## src/rtl/mm_seq_ctrl_pkg.sv

```systemverilog
// Shared types and defaults for the matrix-multiply sequencer.
package mm_seq_ctrl_pkg;

  typedef enum logic [2:0] {
    StIdle,
    StFetch,
    StDrain,
    StWb,
    StWait,
    StDone
  } state_e;

  localparam int unsigned KLenDef   = 8;
  localparam int unsigned NBurstDef = 4;
  localparam int unsigned WbLenDef  = 4;
  localparam int unsigned DataW     = 18;
  localparam int unsigned OpAwDef   = 8;

  // Counter width for a 0..n-1 counter; never narrower than one bit.
  function automatic int unsigned cnt_w(input int unsigned n);
    return (n > 1) ? $clog2(n) : 1;
  endfunction

endpackage

```

## src/rtl/mm_seq_ctrl_if.sv

```systemverilog
// Control/datapath handshake between the top-level FSM and the sequencer.
interface mm_seq_ctrl_if
  import mm_seq_ctrl_pkg::*;
#(
  parameter int unsigned OP_AW = OpAwDef
);
  logic             start;
  logic             abort;
  logic [OP_AW-1:0] op_addr;
  logic [2:0]       coef_addr;
  logic             mac_clr;
  logic             mac_en;
  logic             web;
  logic [1:0]       burst_idx;
  logic             busy;
  logic             done;

  // Top-level control side: requests jobs, observes progress.
  modport master (
    output start, abort,
    input  op_addr, coef_addr, mac_clr, mac_en, web, burst_idx, busy, done
  );

  // Sequencer side.
  modport slave (
    input  start, abort,
    output op_addr, coef_addr, mac_clr, mac_en, web, burst_idx, busy, done
  );
endinterface

```

## src/rtl/mm_seq_ctrl_counter.sv

```systemverilog
// Count 0..N-1 with synchronous clear, enable and a terminal-count flag.
module mm_seq_ctrl_counter
  import mm_seq_ctrl_pkg::*;
#(
  parameter int unsigned N = 8,
  parameter int unsigned W = cnt_w(N)
) (
  input  logic         clk,
  input  logic         rst,
  input  logic         i_clr,
  input  logic         i_en,
  output logic [W-1:0] o_cnt,
  output logic         o_wrap
);
  localparam logic [W-1:0] MaxCnt = W'(N - 1);

  logic [W-1:0] r_cnt;

  // Clear beats enable; an enabled count at N-1 rolls back to zero.
  always_ff @(posedge clk or negedge rst) begin
    if (!rst) begin
      r_cnt <= '0;
    end else if (i_clr) begin
      r_cnt <= '0;
    end else if (i_en) begin
      r_cnt <= (r_cnt == MaxCnt) ? '0 : r_cnt + W'(1);
    end
  end

  assign o_cnt  = r_cnt;
  assign o_wrap = (r_cnt == MaxCnt);

endmodule

```

## src/rtl/mm_seq_ctrl.sv

```systemverilog
// Burst sequencer: operand fetch, MAC clear/enable, write-back pulse and hold.
module mm_seq_ctrl
  import mm_seq_ctrl_pkg::*;
#(
  parameter int unsigned K_LEN   = KLenDef,
  parameter int unsigned N_BURST = NBurstDef,
  parameter int unsigned WB_LEN  = WbLenDef,
  parameter int unsigned OP_AW   = OpAwDef
) (
  input  logic         clk,
  input  logic         rst,
  mm_seq_ctrl_if.slave seq_bus
);
  localparam int unsigned KW = cnt_w(K_LEN);
  localparam int unsigned WW = cnt_w(WB_LEN);
  localparam int unsigned BW = cnt_w(N_BURST);

  state_e           r_state;
  logic [OP_AW-1:0] r_op_addr;
  logic             r_mac_en;
  logic             r_mac_clr;
  logic             r_web;
  logic             r_busy;
  logic             r_done;

  logic [KW-1:0] w_k;
  logic          w_k_wrap;
  logic          w_k_en;
  logic          w_k_zero;
  logic [WW-1:0] w_wait_cnt;
  logic          w_wait_wrap;
  logic          w_wait_en;
  logic [BW-1:0] w_burst;
  logic          w_burst_wrap;
  logic          w_burst_en;
  logic          w_unused_wait_cnt;

  assign w_k_en     = (r_state == StFetch);
  assign w_k_zero   = (w_k == '0);
  assign w_wait_en  = (r_state == StWait);
  // The burst counter wraps to zero after the final burst, ready for restart.
  assign w_burst_en = (r_state == StWait) && w_wait_wrap;

  mm_seq_ctrl_counter #(.N(K_LEN), .W(KW)) u_k_cnt (
    .clk    (clk),
    .rst    (rst),
    .i_clr  (seq_bus.abort),
    .i_en   (w_k_en),
    .o_cnt  (w_k),
    .o_wrap (w_k_wrap)
  );

  mm_seq_ctrl_counter #(.N(WB_LEN), .W(WW)) u_wait_cnt (
    .clk    (clk),
    .rst    (rst),
    .i_clr  (seq_bus.abort),
    .i_en   (w_wait_en),
    .o_cnt  (w_wait_cnt),
    .o_wrap (w_wait_wrap)
  );

  mm_seq_ctrl_counter #(.N(N_BURST), .W(BW)) u_burst_cnt (
    .clk    (clk),
    .rst    (rst),
    .i_clr  (seq_bus.abort),
    .i_en   (w_burst_en),
    .o_cnt  (w_burst),
    .o_wrap (w_burst_wrap)
  );

  // Only the terminal flag of the wait counter drives control.
  assign w_unused_wait_cnt = ^w_wait_cnt;

  // Main FSM with registered outputs. op_addr is kept as a running address:
  // bursts are contiguous, so burst*K_LEN+k is just the previous address + 1.
  always_ff @(posedge clk or negedge rst) begin
    if (!rst) begin
      r_state   <= StIdle;
      r_op_addr <= '0;
      r_mac_en  <= 1'b0;
      r_mac_clr <= 1'b0;
      r_web     <= 1'b0;
      r_busy    <= 1'b0;
      r_done    <= 1'b0;
    end else if (seq_bus.abort) begin
      r_state   <= StIdle;
      r_op_addr <= '0;
      r_mac_en  <= 1'b0;
      r_mac_clr <= 1'b0;
      r_web     <= 1'b0;
      r_busy    <= 1'b0;
      r_done    <= 1'b0;
    end else begin
      // MAC enable trails FETCH by one cycle to match the RAM read latency.
      r_mac_en  <= (r_state == StFetch);
      r_mac_clr <= (r_state == StFetch) && w_k_zero;
      r_web     <= (r_state == StDrain);
      r_done    <= 1'b0;
      case (r_state)
        StIdle: begin
          if (seq_bus.start) begin
            r_state   <= StFetch;
            r_busy    <= 1'b1;
            r_op_addr <= '0;
          end
        end
        StFetch: begin
          if (w_k_wrap) begin
            r_state <= StDrain;
          end else begin
            r_op_addr <= r_op_addr + OP_AW'(1);
          end
        end
        StDrain: r_state <= StWb;
        StWb:    r_state <= StWait;
        StWait: begin
          if (w_wait_wrap) begin
            if (w_burst_wrap) begin
              r_state   <= StDone;
              r_busy    <= 1'b0;
              r_done    <= 1'b1;
              r_op_addr <= '0;
            end else begin
              r_state   <= StFetch;
              r_op_addr <= r_op_addr + OP_AW'(1);
            end
          end
        end
        StDone:  r_state <= StIdle;
        default: r_state <= StIdle;
      endcase
    end
  end

  assign seq_bus.op_addr   = r_op_addr;
  assign seq_bus.coef_addr = 3'(w_k);
  assign seq_bus.mac_clr   = r_mac_clr;
  assign seq_bus.mac_en    = r_mac_en;
  assign seq_bus.web       = r_web;
  assign seq_bus.burst_idx = 2'(w_burst);
  assign seq_bus.busy      = r_busy;
  assign seq_bus.done      = r_done;

endmodule
```

## src/flat_wrapper.sv

```systemverilog
// flat-port wrapper written by rule: the top's interface ports become plain ports
module mm_seq_ctrl_flat import mm_seq_ctrl_pkg::*;
#(
  parameter int unsigned K_LEN   = KLenDef,
  parameter int unsigned N_BURST = NBurstDef,
  parameter int unsigned WB_LEN  = WbLenDef,
  parameter int unsigned OP_AW   = OpAwDef
)
  (clk, rst, seq_bus_start, seq_bus_abort, seq_bus_op_addr, seq_bus_coef_addr, seq_bus_mac_clr, seq_bus_mac_en, seq_bus_web, seq_bus_burst_idx, seq_bus_busy, seq_bus_done);
  mm_seq_ctrl_if #(.OP_AW(OP_AW)) seq_bus_i ();
  input  logic clk;
  input  logic rst;
  input wire logic [$bits(seq_bus_i.start)-1:0] seq_bus_start;
  input wire logic [$bits(seq_bus_i.abort)-1:0] seq_bus_abort;
  output wire logic [$bits(seq_bus_i.op_addr)-1:0] seq_bus_op_addr;
  output wire logic [$bits(seq_bus_i.coef_addr)-1:0] seq_bus_coef_addr;
  output wire logic [$bits(seq_bus_i.mac_clr)-1:0] seq_bus_mac_clr;
  output wire logic [$bits(seq_bus_i.mac_en)-1:0] seq_bus_mac_en;
  output wire logic [$bits(seq_bus_i.web)-1:0] seq_bus_web;
  output wire logic [$bits(seq_bus_i.burst_idx)-1:0] seq_bus_burst_idx;
  output wire logic [$bits(seq_bus_i.busy)-1:0] seq_bus_busy;
  output wire logic [$bits(seq_bus_i.done)-1:0] seq_bus_done;
  assign seq_bus_i.start = seq_bus_start;
  assign seq_bus_i.abort = seq_bus_abort;
  assign seq_bus_op_addr = seq_bus_i.op_addr;
  assign seq_bus_coef_addr = seq_bus_i.coef_addr;
  assign seq_bus_mac_clr = seq_bus_i.mac_clr;
  assign seq_bus_mac_en = seq_bus_i.mac_en;
  assign seq_bus_web = seq_bus_i.web;
  assign seq_bus_burst_idx = seq_bus_i.burst_idx;
  assign seq_bus_busy = seq_bus_i.busy;
  assign seq_bus_done = seq_bus_i.done;
  mm_seq_ctrl #(.K_LEN(K_LEN), .N_BURST(N_BURST), .WB_LEN(WB_LEN), .OP_AW(OP_AW)) u_core (.clk(clk), .rst(rst), .seq_bus(seq_bus_i));
endmodule
```

## config.mk

```make
export PLATFORM = sky130hd
export DESIGN_NAME = mm_seq_ctrl_flat
export DESIGN_NICKNAME = d
export VERILOG_FILES = /design/src/rtl/mm_seq_ctrl_pkg.sv /design/src/rtl/mm_seq_ctrl_if.sv /design/src/rtl/mm_seq_ctrl_counter.sv /design/src/rtl/mm_seq_ctrl.sv /design/src/flat_wrapper.sv
export SDC_FILE = /design/constraint.sdc
export NUM_CORES = 1
export LEC_CHECK = 0
export CAP_MARGIN = 20
export CORE_MARGIN = 8
export CORE_UTILIZATION = 46
export CTS_CLUSTER_DIAMETER = 40
export DETAILED_ROUTE_END_ITERATION = 8
export HOLD_SLACK_MARGIN = 0.03
export PLACE_DENSITY_LB_ADDON = 0.2
export SLEW_MARGIN = 25
export SYNTH_ARGS = -nofsm -noshare
export SYNTH_HDL_FRONTEND = slang
export SYNTH_SLANG_ARGS = --single-unit
```

## constraint.sdc

```tcl
create_clock -name clk -period 1.8 [get_ports clk]
set_input_delay 0.27 -clock clk [delete_from_list [all_inputs] [get_ports clk]]
set_output_delay 0.27 -clock clk [all_outputs]
set_load 0.05 [all_outputs]
```

## After elaboration in Yosys (flattened, before gate mapping)

Index checks and enable logic that the tools add are counted.

| word-level totals | value |
|---|---|
| register bits | 23 |
| output and inout port bits | 18 |
| input bits | 4 |
| word-level logic and storage cells | 71 |

| operators by class | value |
|---|---|
| add/subtract/negate cells | 4 |
| equal/unequal tests | 12 |
| muxes and demuxes | 33 |
| reductions and logical operators | 12 |

Operators by type and width:

| operator | count |
|---|---|
| 8-bit 2-to-1 mux | 5 |
| 3-bit 2-to-1 mux | 8 |
| 8-bit case mux with 3 select lines | 1 |
| 3-bit case mux with 5 select lines | 1 |
| 2-bit 2-to-1 mux | 6 |
| 1-bit 2-to-1 mux | 11 |
| 3-bit inequality test (second input constant) | 3 |
| 8-bit by 1-bit adder with 8-bit output (second input constant) | 1 |
| 4-bit AND reduction | 2 |
| 3-bit by 2-bit == test with 1-bit output (second input constant) | 2 |
| 3-bit == test (second input constant) | 2 |
| 3-bit logical NOT | 2 |
| 3-bit by 2-bit inequality test with 1-bit output (second input constant) | 2 |
| 2-bit nonzero test | 3 |
| 2-bit by 1-bit adder with 2-bit output (second input constant) | 2 |
| 2-bit == test (second input constant) | 2 |
| 4-bit nonzero test | 1 |
| 3-bit by 1-bit adder with 3-bit output (second input constant) | 1 |
| 3-bit by 1-bit == test with 1-bit output (second input constant) | 1 |
| 3-bit AND reduction | 1 |
| 3-bit nonzero test | 1 |
| 1-bit logical AND | 2 |
| 1-bit case mux with 2 select lines | 1 |

## Depth between registers and ports, before layout

Gate-level depths: netlist of run 1.

| depth | value |
|---|---|
| word-level depth | 5 |
| mapped depth | 6 |
| mapped depth without buffers | 6 |

## By module

A second synthesis of run 1 with hierarchy kept.

| unflattened totals | value |
|---|---|
| cell total of the unflattened synthesis | 112 |
| area, all modules | 1216.2 um^2 |

Modules (own cells, without submodules):

| module | times used | cells each | area each (um^2) | sequential area each (um^2) |
|---|---|---|---|---|
| mm_seq_ctrl | 1 | 83 | 859.6 | 400.4 |
| mm_seq_ctrl_counter at u_core.u_burst_cnt ... | 2 | 8 | 100.1 | 50.0 |
| mm_seq_ctrl_counter at u_core.u_k_cnt | 1 | 13 | 156.4 | 75.1 |

## Worst setup path before layout of run 1

OpenSTA, ideal clock, no wires.

| path | value |
|---|---|
| path kind | reg2reg |
| start point | register u_core.u_k_cnt.r_cnt[0], in the netlist u_core.u_k_cnt.o_cnt[0] |
| end point | register u_core.r_op_addr[0], in the netlist u_core.seq_bus.op_addr[0] |
| stages on the path, launching flop included | 7 |
| arrival time | 2101 ps |
| buffers on the path | 0 |
| path slack | -428 ps |
| required time | 1673 ps |
| period minus slack after synthesis | 2228 ps |
| setup time | 127 ps |
| cells stage by stage | dfrtp_1 ha_1 ha_1 nor3_1 nor3_1 nor3b_4 mux2_1 |

| between the ends | value |
|---|---|
| word-level cells in the longest chain between the ends | 3 |

RTL lines:

| item | line | text |
|---|---|---|
| start, declared | mm_seq_ctrl_counter.sv:17 | `logic [W-1:0] r_cnt;` |
| start signal, assigned | mm_seq_ctrl_counter.sv:26 | `r_cnt <= (r_cnt == MaxCnt) ? '0 : r_cnt + W'(1);` |
| 3-bit == test | mm_seq_ctrl_counter.sv:31 | `assign o_wrap = (r_cnt == MaxCnt);` |
| 3-bit inequality test (no source line) | - |  |
| 4-bit AND reduction (no source line) | - |  |
| end signal, assigned | mm_seq_ctrl.sv:111 | `r_op_addr <= r_op_addr + OP_AW'(1);` |
| end signal, assigned | mm_seq_ctrl.sv:125 | `r_op_addr <= r_op_addr + OP_AW'(1);` |
| end, declared | mm_seq_ctrl.sv:19 | `logic [OP_AW-1:0] r_op_addr;` |

No other way between the ends.
A chain may end at the register's enable or synchronous reset.

## Final worst setup path of run 1

| path | value |
|---|---|
| start point | register u_core.u_burst_cnt.r_cnt[1], in the netlist u_core.u_burst_cnt.o_cnt[1] |
| end point | register u_core.r_op_addr[3], in the netlist u_core.seq_bus.op_addr[3] |

| between the ends | value |
|---|---|
| word-level cells in the longest chain between the ends | 5 |

RTL lines:

| item | line | text |
|---|---|---|
| start, declared | mm_seq_ctrl_counter.sv:17 |  |
| start signal, assigned | mm_seq_ctrl_counter.sv:26 |  |
| 2-bit == test | mm_seq_ctrl_counter.sv:31 |  |
| 8-bit 2-to-1 mux | mm_seq_ctrl.sv:118 | `if (w_burst_wrap) begin` |
| 8-bit 2-to-1 mux | mm_seq_ctrl.sv:117 | `if (w_wait_wrap) begin` |
| 8-bit case mux with 3 select lines | mm_seq_ctrl.sv:99 | `case (r_state)` |
| 8-bit 2-to-1 mux | mm_seq_ctrl.sv:85 | `end else if (seq_bus.abort) begin` |

No other way between the ends. The select of a mux whose other input is x is not followed.

==> results.py, run 1 <==
metrics = {
    "pwr": {
        "intPower_uw": 721,
        "pwr-share-clk_pct": 23.8,
        "p_leak_uw": 0.000838,
        "p_switching_uw": 299,
        "pwr-share-comb_pct": 22.5,
        "seqPwrFrac_pct": 53.6,
        "p_total_uw": 1020,
        "pwr_density_cell_nw_per_um2": 600,
        "switching_share_pct": 29.3,
        "peakVddDrop_uv": 526,
    },
    "floorplanning": {
        "die_area_um2": 4470,
        "die_width_um": 66.9,
        "dieHeight_um": 66.9,
        "start_util_pct": 48.5,
        "core-area_um2": 2450,
        "pin_count": 22,
        "rows": 18,
    },
    "synthesis": {
        "synth.distinct_cells": 35,
        "ys_seq_elements": 23,
        "postSynthCellCount": 111,
        "synth_nets": 121,
        "synth_top_area_share_pct": 48.4,
        "yosys.area.top_type": "dfrtp_1",
        "syn_area_per_cell_um2": 10.7,
        "syn_area_um2": 1190,
        "yosysWarnings": 0,
        "ys_seq_area_share_pct": 48.4,
        "netlist_top_cells_area": "dfrtp_1 (48%), ha_1 (6.3%), a211o_2 (5.0%)",
    },
    "timing": {
        "drv_slew": 0,
        "fin_crit_ns": 1.81,
        "finalSetupViolCount": 2,
        "hold_ws_ns": 0.282,
        "final-hold-violation-count": 0,
        "max_clock_freq_mhz": 552,
        "rsz0062_at_grt": "yes",
        "setup_slack_ns": -0.0109,
        "period_share_pct": 101,
        "skew_ns": 0.00956,
        "setup_tns_ns": -0.0164,
        "tightestPinTransition_ns": 0.498,
        "relSlewSlack_pct": 66.7,
    },
    "clock_tree": {
        "clk_pin_slew_ns": 0.13,
        "clock-sinks": 23,
        "cts-root-buf": "clkbuf_4",
        "max-clock-path-buffers": 2,
        "clkLatencyLatePin_ns": 0.32,
        "cts_tree": "done",
        "cts.htree.levels": 1,
        "cts_inserted_buffers": 3,
    },
    "drt": {
        "drt-total-wl_um": 2660,
        "wl_per_cell_um": 14.2,
        "drc_errors": 0,
        "drtPass1Iterations": 4,
        "vias_per_cell": 5.50,
        "ant_nets": 0,
        "drt_iter0_markers": 47,
        "vias": 1029,
    },
    "grt": {
        "grt_pass1_vias": 1001,
        "grt_max_degree": 24,
        "grt_use_total_pct": 12.7,
        "overflow": 0,
        "antenna_found_initial": 0,
        "grt_pass1_wl_um": 4440,
    },
    "finish": {
        "num-nets-final": 168,
        "num_antenna_cells": 0,
        "syn_to_final_growth_pct": 42.9,
        "postLayoutCellArea_um2": 1700,
        "drive_gt1_share_pct": 42.7,
        "fin_util_pct": 69.3,
    },
    "critical_path": {
        "critPathLaunchType": "register",
        "worst_setup_path_end_kind": "register",
        "timing.rr.start": "u_core.u_burst_cnt.o_cnt[1]",
        "reg2reg_depth": 6,
        "r2r-end": "u_core.seq_bus.op_addr[3]",
        "critPathKind": "register to register",
        "worstPathMaxFanout": 5,
        "cp.required_ns": 2.07,
        "worstPathArrival_ns": 2.08,
        "worst-r2r-setup-slack_ns": -0.01,
    },
    "placement": {
        "hpwl_um": 1910,
        "globalplace.congestion": 0.814,
        "port-buffer-count": 21,
        "post_dp_cell_area_um2": 1560,
    },
    "run_status": {
        "violations": "setup timing",
        "status": "finished with violations",
    },
    "worst_hold_path": {
        "min_path_type": "input pin to asynchronous set/reset pin",
    },
    "run": {
        "maxCapViolations": 0,
    },
}
## power by group through the flow
stage | Combinational (µW) | Clock (µW) | Sequential (µW)
6_report | 230 | 243 | 547
5_1_grt | 248 | 274 | 549
3_5_place_dp | 209 | 0 | 554
4_1_cts | 224 | 247 | 544
2_1_floorplan | 72.9 | 0 | 605
3_3_place_gp | 206 | 0 | 553
## kinds of logic after synthesis
family / share of synthesized area (%)
compound gates: 17.9
simple gates: 19.0
flops: 48.4
mux: 2.63
buf+inv: 3.58
xor+xnor: 2.21
fa+ha+maj: 6.31
## placed cells by master, fill, tap and decap left out, types with 5 or more instances in the layout
cell type        synthesis  routed
a211o_2                  6       6
a21oi_1                  5       5
a22o_1                   6       6
buf_4                    1      37
clkdlybuf4s50_1          0       7
dfrtp_1                 23      17
dfrtp_2                  0       6
inv_1                    5       5
nand2_1                  5       5
nor2_1                  14      14
## layer usage
layer / vias up / part of all wire, % / global-route usage, %
met1: 502 / 44 / 15.3
met4: 0 / 1.9 / 6.27
met2: 31 / 48 / 21.0
met5: - / 0 / 0
met3: 5 / 6.8 / 2.35
li1: 491 / - / -
## worst max-delay path by stage
stage / start / to / slack, ns / cells after the start
floorplan: u_core.u_burst_cnt.o_cnt[0] / u_core.seq_bus.op_addr[0] / -0.19 / 5
global placement: u_core.u_burst_cnt.o_cnt[1] / u_core.seq_bus.op_addr[0] / -0.13 / 5
detailed placement: u_core.u_burst_cnt.o_cnt[1] / u_core.seq_bus.op_addr[0] / -0.17 / 5
CTS: u_core.u_burst_cnt.o_cnt[1] / u_core.seq_bus.op_addr[2] / -0.04 / 6
global route: u_core.u_burst_cnt.o_cnt[1] / u_core.seq_bus.op_addr[3] / -0.06 / 6
finish: u_core.u_burst_cnt.o_cnt[1] / u_core.seq_bus.op_addr[3] / -0.01 / 6
## Yosys cell counts, drive strengths merged
cell     count
dfrtp       23
nor2        14
a211o        7
a22o         6
ha           6
a21oi        5
inv          5
nand2        5
nor3         4
a211oi       3
clkbuf       3
nand3        3
o21ai        3
xnor2        3
and3         2
buf          2
mux2i        2
or2          2
a21o         1
and2         1
and2b        1
and3b        1
and4         1
mux2         1
nand2b       1
nand3b       1
nor3b        1
nor4b        1
o2bb2ai      1
or3          1
or3b         1
## what timing repair did
| item | in CTS | in global routing |
|---|---|---|
| hold buffers | 0 | 0 |
| hold endpoints to repair | 0 | 0 |
| resized for setup | 4 | 7 |
| buffers inserted | 5 | 2 |
| pin swaps | 10 | 6 |
| endpoints found under the setup margin | 8 | 8 |
## sequential cells by signal (all words and copies together) (netlist names), 2 cells and up
register,count
u_core.seq_bus.op_addr,8
u_core.r_state,3
u_core.u_k_cnt.o_cnt,3
u_core.u_burst_cnt.o_cnt,2
u_core.u_wait_cnt.o_cnt,2
## final cells by class
cell class | count | area [µm²]
Fill cell | 185 | 754
Timing Repair Buffer | 47 | 390
Multi-Input combinational cell | 78 | 644
Clock buffer | 4 | 26.3
Sequential cell | 23 | 583
Inverter | 5 | 18.8
Tap cell | 30 | 37.5
## worst max-delay path: stages, from the launching register on
cell and delay [ns]:
dfrtp_2 0.45, ha_4 0.16, or3b_4 0.37, a211oi_4 0.24, nor3b_4 0.26, buf_6 0.15, a22o_1 0.13
## metrics by stage
| stage | setup WS [ns] | cells |
|---|---|---|
| 2_1_floorplan | -0.191 | 111 |
| 3_3_place_gp | -0.127 | 176 |
| 3_5_place_dp | -0.171 | 176 |
| 4_1_cts | -0.0363 | 185 |
| 5_1_grt | -0.0649 | 187 |
| 6_report | -0.0109 | 187 |
No activity file was read; power rests on OpenSTA's default activity.
==> run 2: changes to the inputs <==
--- a/config.mk
+++ b/config.mk
@@ -16,3 +16,4 @@
 export SYNTH_ARGS = -nofsm -noshare
 export SYNTH_HDL_FRONTEND = slang
 export SYNTH_SLANG_ARGS = --single-unit
+export TNS_END_PERCENT = 1
==> run 2 against run 1 <==
  * The flow still finishes with violations (setup timing)
  * Clock power barely moved
  * Cell count is 3.2% lower
  * Flip-flop and latch count did not move
  * Global-route usage rose by 0.35 points
  * Clock skew down 0.0054 ns
  * Total power down 0.64%
  * Sequential power is 0.7% lower
  * Core utilization decreased by 3.4 points
  * Via count shrank 7.8%
  * Largest power group unchanged
  * Highest routed layer unchanged
==> results.py, run 2 (synthesized netlist as in run 1, its figures left out) <==
metrics = {
    "run_status": {
        "status": "finished with violations",
        "violations": "setup timing",
    },
    "pwr": {
        "p_total_uw": 1010,
        "p_leak_uw": 0.000802,
        "peakVddDrop_uv": 419,
        "pwr_density_cell_nw_per_um2": 626,
    },
    "placement": {
        "port-buffer-count": 21,
        "numPlacedInstances": 174,
        "post_dp_cell_area_um2": 1530,
        "hpwl_um": 1900,
        "globalplace.congestion": 0.757,
        "post-place-ws_ns": -0.116,
    },
    "critical_path": {
        "worstPathMaxFanout": 8,
        "critPathSlowestCell": "dfrtp_2",
        "worst-path-stages": 6,
        "cp_top_family": "simple AND/OR/NAND/NOR gates",
        "cp.required_ns": 2.06,
        "worst_setup_path_end_kind": "register",
        "path_buf_inv": 1,
        "worst-r2r-setup-slack_ns": -0.02,
        "critPathLaunchType": "register",
        "worstPathArrival_ns": 2.08,
        "reg2reg_depth": 6,
        "timing.rr.start": "u_core.u_burst_cnt.o_cnt[0]",
        "r2r-end": "u_core.seq_bus.op_addr[0]",
        "slowest_delay_ns": 0.45,
        "worstPathCellList": "ha_4 > or3b_4 > a211oi_4 > nor3b_4 > buf_6 > mux2_1",
        "critPathKind": "register to register",
    },
    "timing": {
        "period_share_pct": 101,
        "tightestPinTransition_ns": 0.502,
        "finalSetupViolCount": 8,
        "max_clock_freq_mhz": 550,
        "fin_crit_ns": 1.82,
        "drv_slew": 0,
        "final-hold-violation-count": 0,
        "skew_ns": 0.00417,
        "relSlewSlack_pct": 66.4,
        "setup_slack_ns": -0.0185,
        "rsz0062_at_grt": "yes",
    },
    "finish": {
        "syn_to_final_growth_pct": 36.0,
        "stdcell_count": 181,
        "num-nets-final": 162,
        "seq_area_um2": 583,
        "multi_input_area_um2": 616,
        "mostFrequentLayoutCell": "buf_4",
        "drive_gt1_share_pct": 39.7,
        "layout_common_cells": "buf_4 (31), dfrtp_1 (17), nor2_1 (14), clkdlybuf4s50_1 (8)",
        "fill_cells": 199,
        "largest_register_ffs": 8,
        "num_antenna_cells": 0,
        "postLayoutCellArea_um2": 1620,
    },
    "drt": {
        "vias_per_cell": 5.24,
        "ant_nets": 0,
        "drc_errors": 0,
        "drt_iter0_markers": 51,
        "vias": 949,
        "drt-total-wl_um": 2550,
        "wl_per_cell_um": 14.1,
        "drtPass1Iterations": 4,
    },
    "clock_tree": {
        "cts-root-buf": "clkbuf_4",
        "cts_tree": "done",
        "ctsHoldBuffers": 0,
        "clock-sinks": 23,
        "max-clock-path-buffers": 2,
        "clkLatencyLatePin_ns": 0.31,
        "clk_pin_slew_ns": 0.13,
        "cts_inserted_buffers": 3,
        "cts.htree.levels": 1,
    },
    "floorplanning": {
        "die_width_um": 66.9,
        "start_util_pct": 48.5,
        "core-area_um2": 2450,
        "dieHeight_um": 66.9,
        "rows": 18,
        "pin_count": 22,
        "die_area_um2": 4470,
    },
    "grt": {
        "antenna_found_initial": 0,
        "grt_max_degree": 24,
        "grt_pass1_wl_um": 4500,
        "overflow": 0,
        "grt_pass1_vias": 993,
        "grt_use_total_pct": 13.0,
    },
    "worst_hold_path": {
        "min_path_type": "input pin to asynchronous set/reset pin",
    },
    "run": {
        "maxCapViolations": 0,
    },
}
run 2: repair_timing:
action / CTS / global route
setup buffers: 2 / 1
gates cloned: 0 / 0
endpoints found under the setup margin: 8 / 8
gates resized for setup: 7 / 0
pin swaps: 8 / 4
run 2: how the worst max path moves through the flow:
stage	start	to
floorplan	u_core.u_burst_cnt.o_cnt[0]	u_core.seq_bus.op_addr[0]
global placement	seq_bus_abort	u_core.seq_bus.op_addr[0]
detailed placement	u_core.u_burst_cnt.o_cnt[1]	u_core.seq_bus.op_addr[2]
CTS	u_core.u_burst_cnt.o_cnt[0]	u_core.seq_bus.op_addr[0]
global route	u_core.u_burst_cnt.o_cnt[1]	u_core.seq_bus.op_addr[5]
finish	u_core.u_burst_cnt.o_cnt[0]	u_core.seq_bus.op_addr[0]
run 2: final cells by class:
cell class                      count  area share [%]
Clock inverter                      1           0.309
Inverter                            5            1.16
Tap cell                           30            2.32
Timing Repair Buffer               41            20.7
Clock buffer                        3            1.39
Sequential cell                    23            36.0
Multi-Input combinational cell     78            38.1
run 2: report_power, final:
group	internal [µW]	switching, µW	total, µW	leakage [µW]
clock	83.2	160	243	0.0000177
combinational	97.8	129	227	0.000478
sequential	533	9.80	543	0.000306
run 2: metal layers:
| metal | global-route usage (%) | share of wire, % | vias up | wire, µm |
|---|---|---|---|---|
| met4 | 7.05 | 2.1 | 0 | 54 |
| met2 | 21.6 | 50 | 16 | 1280 |
| met5 | 0 | 0 | - | 0 |
| met1 | 15.5 | 43 | 455 | 1100 |
| li1 | - | - | 474 | - |
| met3 | 2.35 | 4.6 | 4 | 117 |
run 2: stage by stage:
stage / setup TNS, ns / hold WS, ns / utilization (%)
after floorplan: -1.45 / -0.0256 / -
after global routing: -0.683 / 0.319 / 65.9
after detailed placement: -0.787 / 0.526 / 62.5
final: -0.0757 / 0.285 / 65.9
after CTS: -0.119 / 0.287 / 65.6
after global placement: -0.453 / 0.512 / 62.5
